<file path="config.mk">
export PLATFORM = sky130hd
export DESIGN_NAME = branch_prediction_unit
export DESIGN_NICKNAME = d
export VERILOG_FILES = /design/src/rtl/bp_pkg.sv /design/src/rtl/bp_counter_table.sv /design/src/rtl/branch_prediction_unit.sv
export SDC_FILE = /design/constraint.sdc
export NUM_CORES = 1
export LEC_CHECK = 0
export BUFFER_PORTS_ARGS = -buffer_cell sky130_fd_sc_hd__clkbuf_2
export CAP_MARGIN = 20
export CORE_MARGIN = 2
export CORE_UTILIZATION = 45
export CTS_CLUSTER_DIAMETER = 60
export CTS_CLUSTER_SIZE = 8
export DETAILED_ROUTE_END_ITERATION = 8
export PLACE_DENSITY_LB_ADDON = 0.25
export SYNTH_ARGS = -nofsm -noshare
export SYNTH_HDL_FRONTEND = slang
export SYNTH_SLANG_ARGS = --single-unit
</file>
<file path="constraint.sdc">
create_clock -name clk -period 5.05 [get_ports clk]
set_input_delay 0.505 -clock clk [delete_from_list [all_inputs] [get_ports clk]]
set_output_delay 0.505 -clock clk [all_outputs]
set_load 0.05 [all_outputs]
</file>
<file path="src/rtl/bp_pkg.sv">
// Shared decode constants, counter type and RV immediate helpers
// for the front-end branch prediction unit.
package bp_pkg;

  localparam logic [6:0] OP_JAL    = 7'b1101111;
  localparam logic [6:0] OP_JALR   = 7'b1100111;
  localparam logic [6:0] OP_BRANCH = 7'b1100011;

  typedef logic [1:0] ctr_t;

  localparam ctr_t CTR_SNT = 2'b00;
  localparam ctr_t CTR_WNT = 2'b01;
  localparam ctr_t CTR_ST  = 2'b11;

  function automatic logic signed [31:0] imm_j(
    input logic [31:0] i
  );
    return {{12{i[31]}}, i[19:12], i[20], i[30:21], 1'b0};
  endfunction

  function automatic logic signed [31:0] imm_b(
    input logic [31:0] i
  );
    return {{20{i[31]}}, i[7], i[30:25], i[11:8], 1'b0};
  endfunction

  // x1/x5 are the RV link registers for call/return hints
  function automatic logic is_link(
    input logic [4:0] r
  );
    return (r == 5'd1) || (r == 5'd5);
  endfunction

endpackage

</file>
<file path="src/rtl/bp_counter_table.sv">
// PC-indexed table of 2-bit saturating counters with
// combinational read and clocked, saturating training.
module bp_counter_table
  import bp_pkg::*;
#(
  parameter int ENTRIES = 64
) (
  input  logic                       clk_i,
  input  logic                       rst_i,
  input  logic [$clog2(ENTRIES)-1:0] rd_idx_i,
  output ctr_t                       rd_ctr_o,
  input  logic                       upd_en_i,
  input  logic [$clog2(ENTRIES)-1:0] upd_idx_i,
  input  logic                       upd_taken_i
);

  ctr_t ctr_q [ENTRIES];
  ctr_t ctr_d [ENTRIES];
  ctr_t cur;

  assign rd_ctr_o = ctr_q[rd_idx_i];
  assign cur      = ctr_q[upd_idx_i];

  always_comb begin
    ctr_d = ctr_q;
    if (upd_en_i) begin
      if (upd_taken_i) begin
        if (cur != CTR_ST) begin
          ctr_d[upd_idx_i] = cur + 2'd1;
        end
      end else begin
        if (cur != CTR_SNT) begin
          ctr_d[upd_idx_i] = cur - 2'd1;
        end
      end
    end
  end

  always_ff @(posedge clk_i or posedge rst_i) begin
    if (rst_i) begin
      for (int i = 0; i < ENTRIES; i++) begin
        ctr_q[i] <= CTR_WNT;
      end
    end else begin
      ctr_q <= ctr_d;
    end
  end

endmodule

</file>
<file path="src/rtl/branch_prediction_unit.sv">
// Front-end predictor: JAL always taken, branches via 2-bit BHT.
// Define BP_RAS_EN to add a circular return-address stack.
module branch_prediction_unit
  import bp_pkg::*;
#(
  parameter int PC_WIDTH    = 64,
  parameter int INSTR_WIDTH = 32,
  parameter int BHT_ENTRIES = 64,
  parameter int RAS_DEPTH   = 4
) (
  input  logic                   clk,
  input  logic                   reset,
  input  logic [PC_WIDTH-1:0]    pc,
  input  logic [INSTR_WIDTH-1:0] instruction,
  input  logic                   advance,
  input  logic                   update_valid,
  input  logic [PC_WIDTH-1:0]    update_pc,
  input  logic                   update_taken,
  output logic [PC_WIDTH-1:0]    next_pc,
  output logic                   overwrite_pc,
  output logic                   predict_taken
);

  localparam int IDX_W = $clog2(BHT_ENTRIES);

  if (INSTR_WIDTH != 32 || BHT_ENTRIES < 2 || RAS_DEPTH < 1 ||
      (BHT_ENTRIES & (BHT_ENTRIES - 1)) != 0) begin : g_cfg_err
    $error("branch_prediction_unit: unsupported parameters");
  end

  logic [6:0]          opcode;
  logic                is_jal;
  logic                is_br;
  logic [PC_WIDTH-1:0] pc_plus4;
  logic [PC_WIDTH-1:0] jal_tgt;
  logic [PC_WIDTH-1:0] br_tgt;
  logic [PC_WIDTH-1:0] ras_top;
  logic                ras_hit;
  logic [IDX_W-1:0]    rd_idx;
  logic [IDX_W-1:0]    upd_idx;
  ctr_t                rd_ctr;
  logic                unused_bits;

  assign opcode   = instruction[6:0];
  assign is_jal   = (opcode == OP_JAL);
  assign is_br    = (opcode == OP_BRANCH);
  assign pc_plus4 = pc + PC_WIDTH'(4);
  assign jal_tgt  = pc + PC_WIDTH'(imm_j(instruction));
  assign br_tgt   = pc + PC_WIDTH'(imm_b(instruction));
  assign rd_idx   = pc[IDX_W+1:2];
  assign upd_idx  = update_pc[IDX_W+1:2];

  assign unused_bits = ^{update_pc[PC_WIDTH-1:IDX_W+2],
                         update_pc[1:0], advance};

  bp_counter_table #(
    .ENTRIES(BHT_ENTRIES)
  ) u_bht (
    .clk_i      (clk),
    .rst_i      (reset),
    .rd_idx_i   (rd_idx),
    .rd_ctr_o   (rd_ctr),
    .upd_en_i   (update_valid),
    .upd_idx_i  (upd_idx),
    .upd_taken_i(update_taken)
  );

`ifdef BP_RAS_EN
  localparam int RP_W = (RAS_DEPTH > 1) ? $clog2(RAS_DEPTH) : 1;
  localparam int RC_W = $clog2(RAS_DEPTH + 1);

  logic [PC_WIDTH-1:0] ras_q [RAS_DEPTH];
  logic [PC_WIDTH-1:0] ras_d [RAS_DEPTH];
  logic [RP_W-1:0]     ptr_q;
  logic [RP_W-1:0]     ptr_d;
  logic [RP_W-1:0]     top_ptr;
  logic [RC_W-1:0]     cnt_q;
  logic [RC_W-1:0]     cnt_d;
  logic [4:0]          rd;
  logic [4:0]          rs1;
  logic                is_jalr;
  logic                do_push;
  logic                do_pop;

  assign rd      = instruction[11:7];
  assign rs1     = instruction[19:15];
  assign is_jalr = (opcode == OP_JALR);
  assign do_push = (is_jal || is_jalr) && is_link(rd);
  // pop on ret, or on a coroutine swap (both link, different regs)
  assign do_pop  = is_jalr && is_link(rs1) &&
                   ((rd == 5'd0) || (is_link(rd) && rd != rs1));

  assign top_ptr = (ptr_q == '0) ? RP_W'(RAS_DEPTH - 1)
                                 : ptr_q - RP_W'(1);
  assign ras_top = ras_q[top_ptr];
  assign ras_hit = do_pop && (cnt_q != '0);

  always_comb begin
    ras_d = ras_q;
    ptr_d = ptr_q;
    cnt_d = cnt_q;
    if (advance) begin
      if (ras_hit) begin
        ptr_d = top_ptr;
        cnt_d = cnt_q - RC_W'(1);
      end
      if (do_push) begin
        ras_d[ptr_d] = pc_plus4;
        ptr_d = (ptr_d == RP_W'(RAS_DEPTH - 1)) ? '0
                                                : ptr_d + RP_W'(1);
        if (cnt_d != RC_W'(RAS_DEPTH)) begin
          cnt_d = cnt_d + RC_W'(1);
        end
      end
    end
  end

  always_ff @(posedge clk or posedge reset) begin
    if (reset) begin
      ptr_q <= '0;
      cnt_q <= '0;
      for (int i = 0; i < RAS_DEPTH; i++) begin
        ras_q[i] <= '0;
      end
    end else begin
      ptr_q <= ptr_d;
      cnt_q <= cnt_d;
      ras_q <= ras_d;
    end
  end
`else
  assign ras_hit = 1'b0;
  assign ras_top = '0;
`endif

  always_comb begin
    next_pc       = pc_plus4;
    overwrite_pc  = 1'b0;
    predict_taken = 1'b0;
    if (!reset) begin
      unique case (1'b1)
        is_jal: begin
          next_pc      = jal_tgt;
          overwrite_pc = 1'b1;
        end
        is_br: begin
          if (rd_ctr[1]) begin
            next_pc       = br_tgt;
            overwrite_pc  = 1'b1;
            predict_taken = 1'b1;
          end
        end
        ras_hit: begin
          next_pc      = ras_top;
          overwrite_pc = 1'b1;
        end
        default: ;
      endcase
    end
  end

endmodule

</file>
==> results.yml <==
logic_synthesis:
  async_flop_share_pct: 100.0
  synth_mux_area_share_pct: 9.266
  ys_types: 82
  syn_area_per_cell_sq_um: 7.720
  yosysSeqAreaShare_pct: 22.43
  syn_nets: 2141
  synth_compound_area_share_pct: 30.05
  yosys.area_share.simple_pct: 20.54
  synthXorXnorAreaFrac_pct: 6.402
  ys.flop_type: "dfstp_2"
  syn_area_sq_um: 14640
  synthCells: 1896
  synthAdderAreaFrac_pct: 6.941
  ys_seq_elements: 128
  synth_warnings: 0
  synth_edf_count: 0
  synth_top_family_by_area: "compound AO/OA/AOI/OAI gates"
finish:
  fillers: 3074
  layout-drive-gt1-share_pct: 22.33
  final_nets: 2279
  final_common_cell: "nand2_1"
  final_cell_mix: "nand2_1, o21ai_0, nor2_1, a21oi_1, clkbuf_2"
  layout-area-overhead-vs-synth_pct: 18.86
  stdcell_count: 2491
  fin_util_pct: 53.89
drt:
  dr.pass1.iters: 5
  wire_per_inst_um: 23.02
  vias_per_cell: 6.506
  drtIter0Drc: 1713
  vias: 16207
  drt-total-wl_um: 57330
  drc: 0
  ant_nets: 0
timing:
  fin_skew_ns: 0.009557
  layout_min_cycle_time_ns: 4.778
  rsz0062_at_grt: "no"
  relSlewSlack_pct: 20.69
  worst_pin_slew_ns: 1.177
  hold_viol: 0
  fin_ws_ns: 0.2721
  layout_worst_path_cycle_share_pct: 94.61
  drv_slew: 0
  clock.fmax_mhz: 209.3
  setup_tns_ns: 0
  finalSetupViolCount: 0
grt:
  grt_max_degree: 79
  grt_pass1_wl_um: 87950
  grt_pass1_vias: 15408
  grt.overflow.total: 0
  antenna_found_initial: 1
  track_usage_pct: 33.45
run_status:
  status: "finished clean"
placed_design:
  gp_congestion: 0.9747
  hpwl_um: 43750
  io_buffers: 169
  post-place-ws_ns: 0.4021
  place_inst: 2457
clock_tree:
  cts_tree: "done"
  cts_max_level: 4
  ctsHoldBuffers: 0
  cts-resized-gates: 0
  post_cts_buffers: 0
  cts.sink_count: 128
  cts_made_buffers: 17
  clock_latency_ns: 0.42
  root_buffer: "clkbuf_16"
  clk_pin_slew_worst_paths_ns: 0.06
  clockBufferDepth: 2
power_and_ir_drop:
  leakagePower_nw: 7.116
  irDropWorstVdd_mv: 0.2127
  powerDensity_nw_per_um2: 256.7
  p_total_w: 0.004467
setup_path:
  crit_fanout: 41
  worst_setup_path_start_kind: "input pin"
  worst_ep_required_time_ns: 4.55
  endpoint_kind: "output pin"
  arrival_ns: 4.27
  crit_type: "input pin to output pin"
job:
  maxCapViolations: 0
min_path:
  hold_path_class: "flip-flop to flip-flop"
floorplanning:
  start_util_pct: 45.33
  dieArea_sq_um: 33990
  rows: 66
  die_h_um: 184.4
  dieWidth_um: 184.4
  core_sq_um: 32290
  ioPinCount: 231
kinds of logic after synthesis:
family          after synthesis
compound gates              668
xor+xnor                    107
buf+inv                     159
flops                       128
mux                         110
simple gates                644
fa+ha+maj                    80
cell usage after synthesis (28+ instances only):
| master | n | share of area, % |
|---|---|---|
| a21o_1 | 29 | 1.5 |
| a21oi_1 | 142 | 4.9 |
| a22oi_1 | 74 | 3.8 |
| clkbuf_1 | 100 | 2.6 |
| dfrtp_1 | 64 | 11 |
| dfstp_2 | 64 | 11 |
| ha_1 | 78 | 6.7 |
| inv_1 | 36 | 0.92 |
| mux2_2 | 82 | 6.3 |
| nand2_1 | 250 | 6.4 |
| nand3_1 | 48 | 1.6 |
| nand4_1 | 59 | 2.5 |
| nor2_1 | 143 | 3.7 |
| nor3_1 | 34 | 1.2 |
| o21ai_0 | 166 | 5.7 |
| o22ai_1 | 28 | 1.2 |
| xnor2_1 | 61 | 3.6 |
| xor2_1 | 46 | 2.8 |
worst paths after layout:
kind                                  startpoint              end  slack [ns]  depth (start not counted)
worst max register to register  u_bht.ctr_q[123]  u_bht.ctr_q[57]        1.34                         16
worst min-delay path                   flip-flop        flip-flop        0.48                          2
min in group asynchronous                  reset  u_bht.ctr_q[69]        0.80                          3
worst min register to register         flip-flop        flip-flop        0.48                          2
max in group asynchronous                  reset  u_bht.ctr_q[31]        3.02                          4
worst max-delay path             instruction[31]      next_pc[57]        0.27                         12
worst max-delay path, cell delays in order:
cell and delay, ns:
clkbuf_2 0.29, buf_12 0.29, ha_1 0.50, a21oi_1 0.16, o21ai_0 0.41, a21oi_1 0.25, o21ai_0 0.42, a21oi_1 0.19
o311ai_0 0.51, a31oi_1 0.16, a211o_1 0.30, clkbuf_2 0.24
report_power, final:
group	switching, W	internal [W]	total (W)
clock	0.000462	0.000878	0.00134
combinational	0.00111	0.000651	0.00176
sequential	0.000113	0.00125	0.00137
per-layer routing:
metal	share of wire, %	routed length [um]	global-route usage, %	up-vias
met5	0	0	0	-
met4	3.7	2135	13.18	0
met3	10	5852	7.232	131
met2	43	24450	50.03	904
met1	43	24900	46.83	7733
li1	-	-	-	7439
final cells by class:
| cell class | count | area [sq um] | share of cell area, % |
|---|---|---|---|
| Clock inverter | 9 | 153.9 | 0.8845 |
| Inverter | 37 | 142.6 | 0.8198 |
| Timing Repair Buffer | 241 | 2024 | 11.64 |
| Clock buffer | 23 | 488.0 | 2.805 |
| Antenna cell | 2 | 5.005 | 0.02876 |
| Tap cell | 442 | 553.0 | 3.178 |
| Multi-Input combinational cell | 1609 | 10750 | 61.78 |
| Sequential cell | 128 | 3283 | 18.87 |
stage by stage:
| step | hold slack, ns | instance area [sq um] |
|---|---|---|
| 6_report | 0.4757 | 17400 |
| 5_1_grt | 0.4868 | 17390 |
| 4_1_cts | 0.4779 | 17390 |
| 3_5_place_dp | 0.4701 | 16750 |
| 3_3_place_gp | 0.4629 | 16750 |
| 2_1_floorplan | 0.4578 | 14640 |
(Power assumes the default switching activity.)
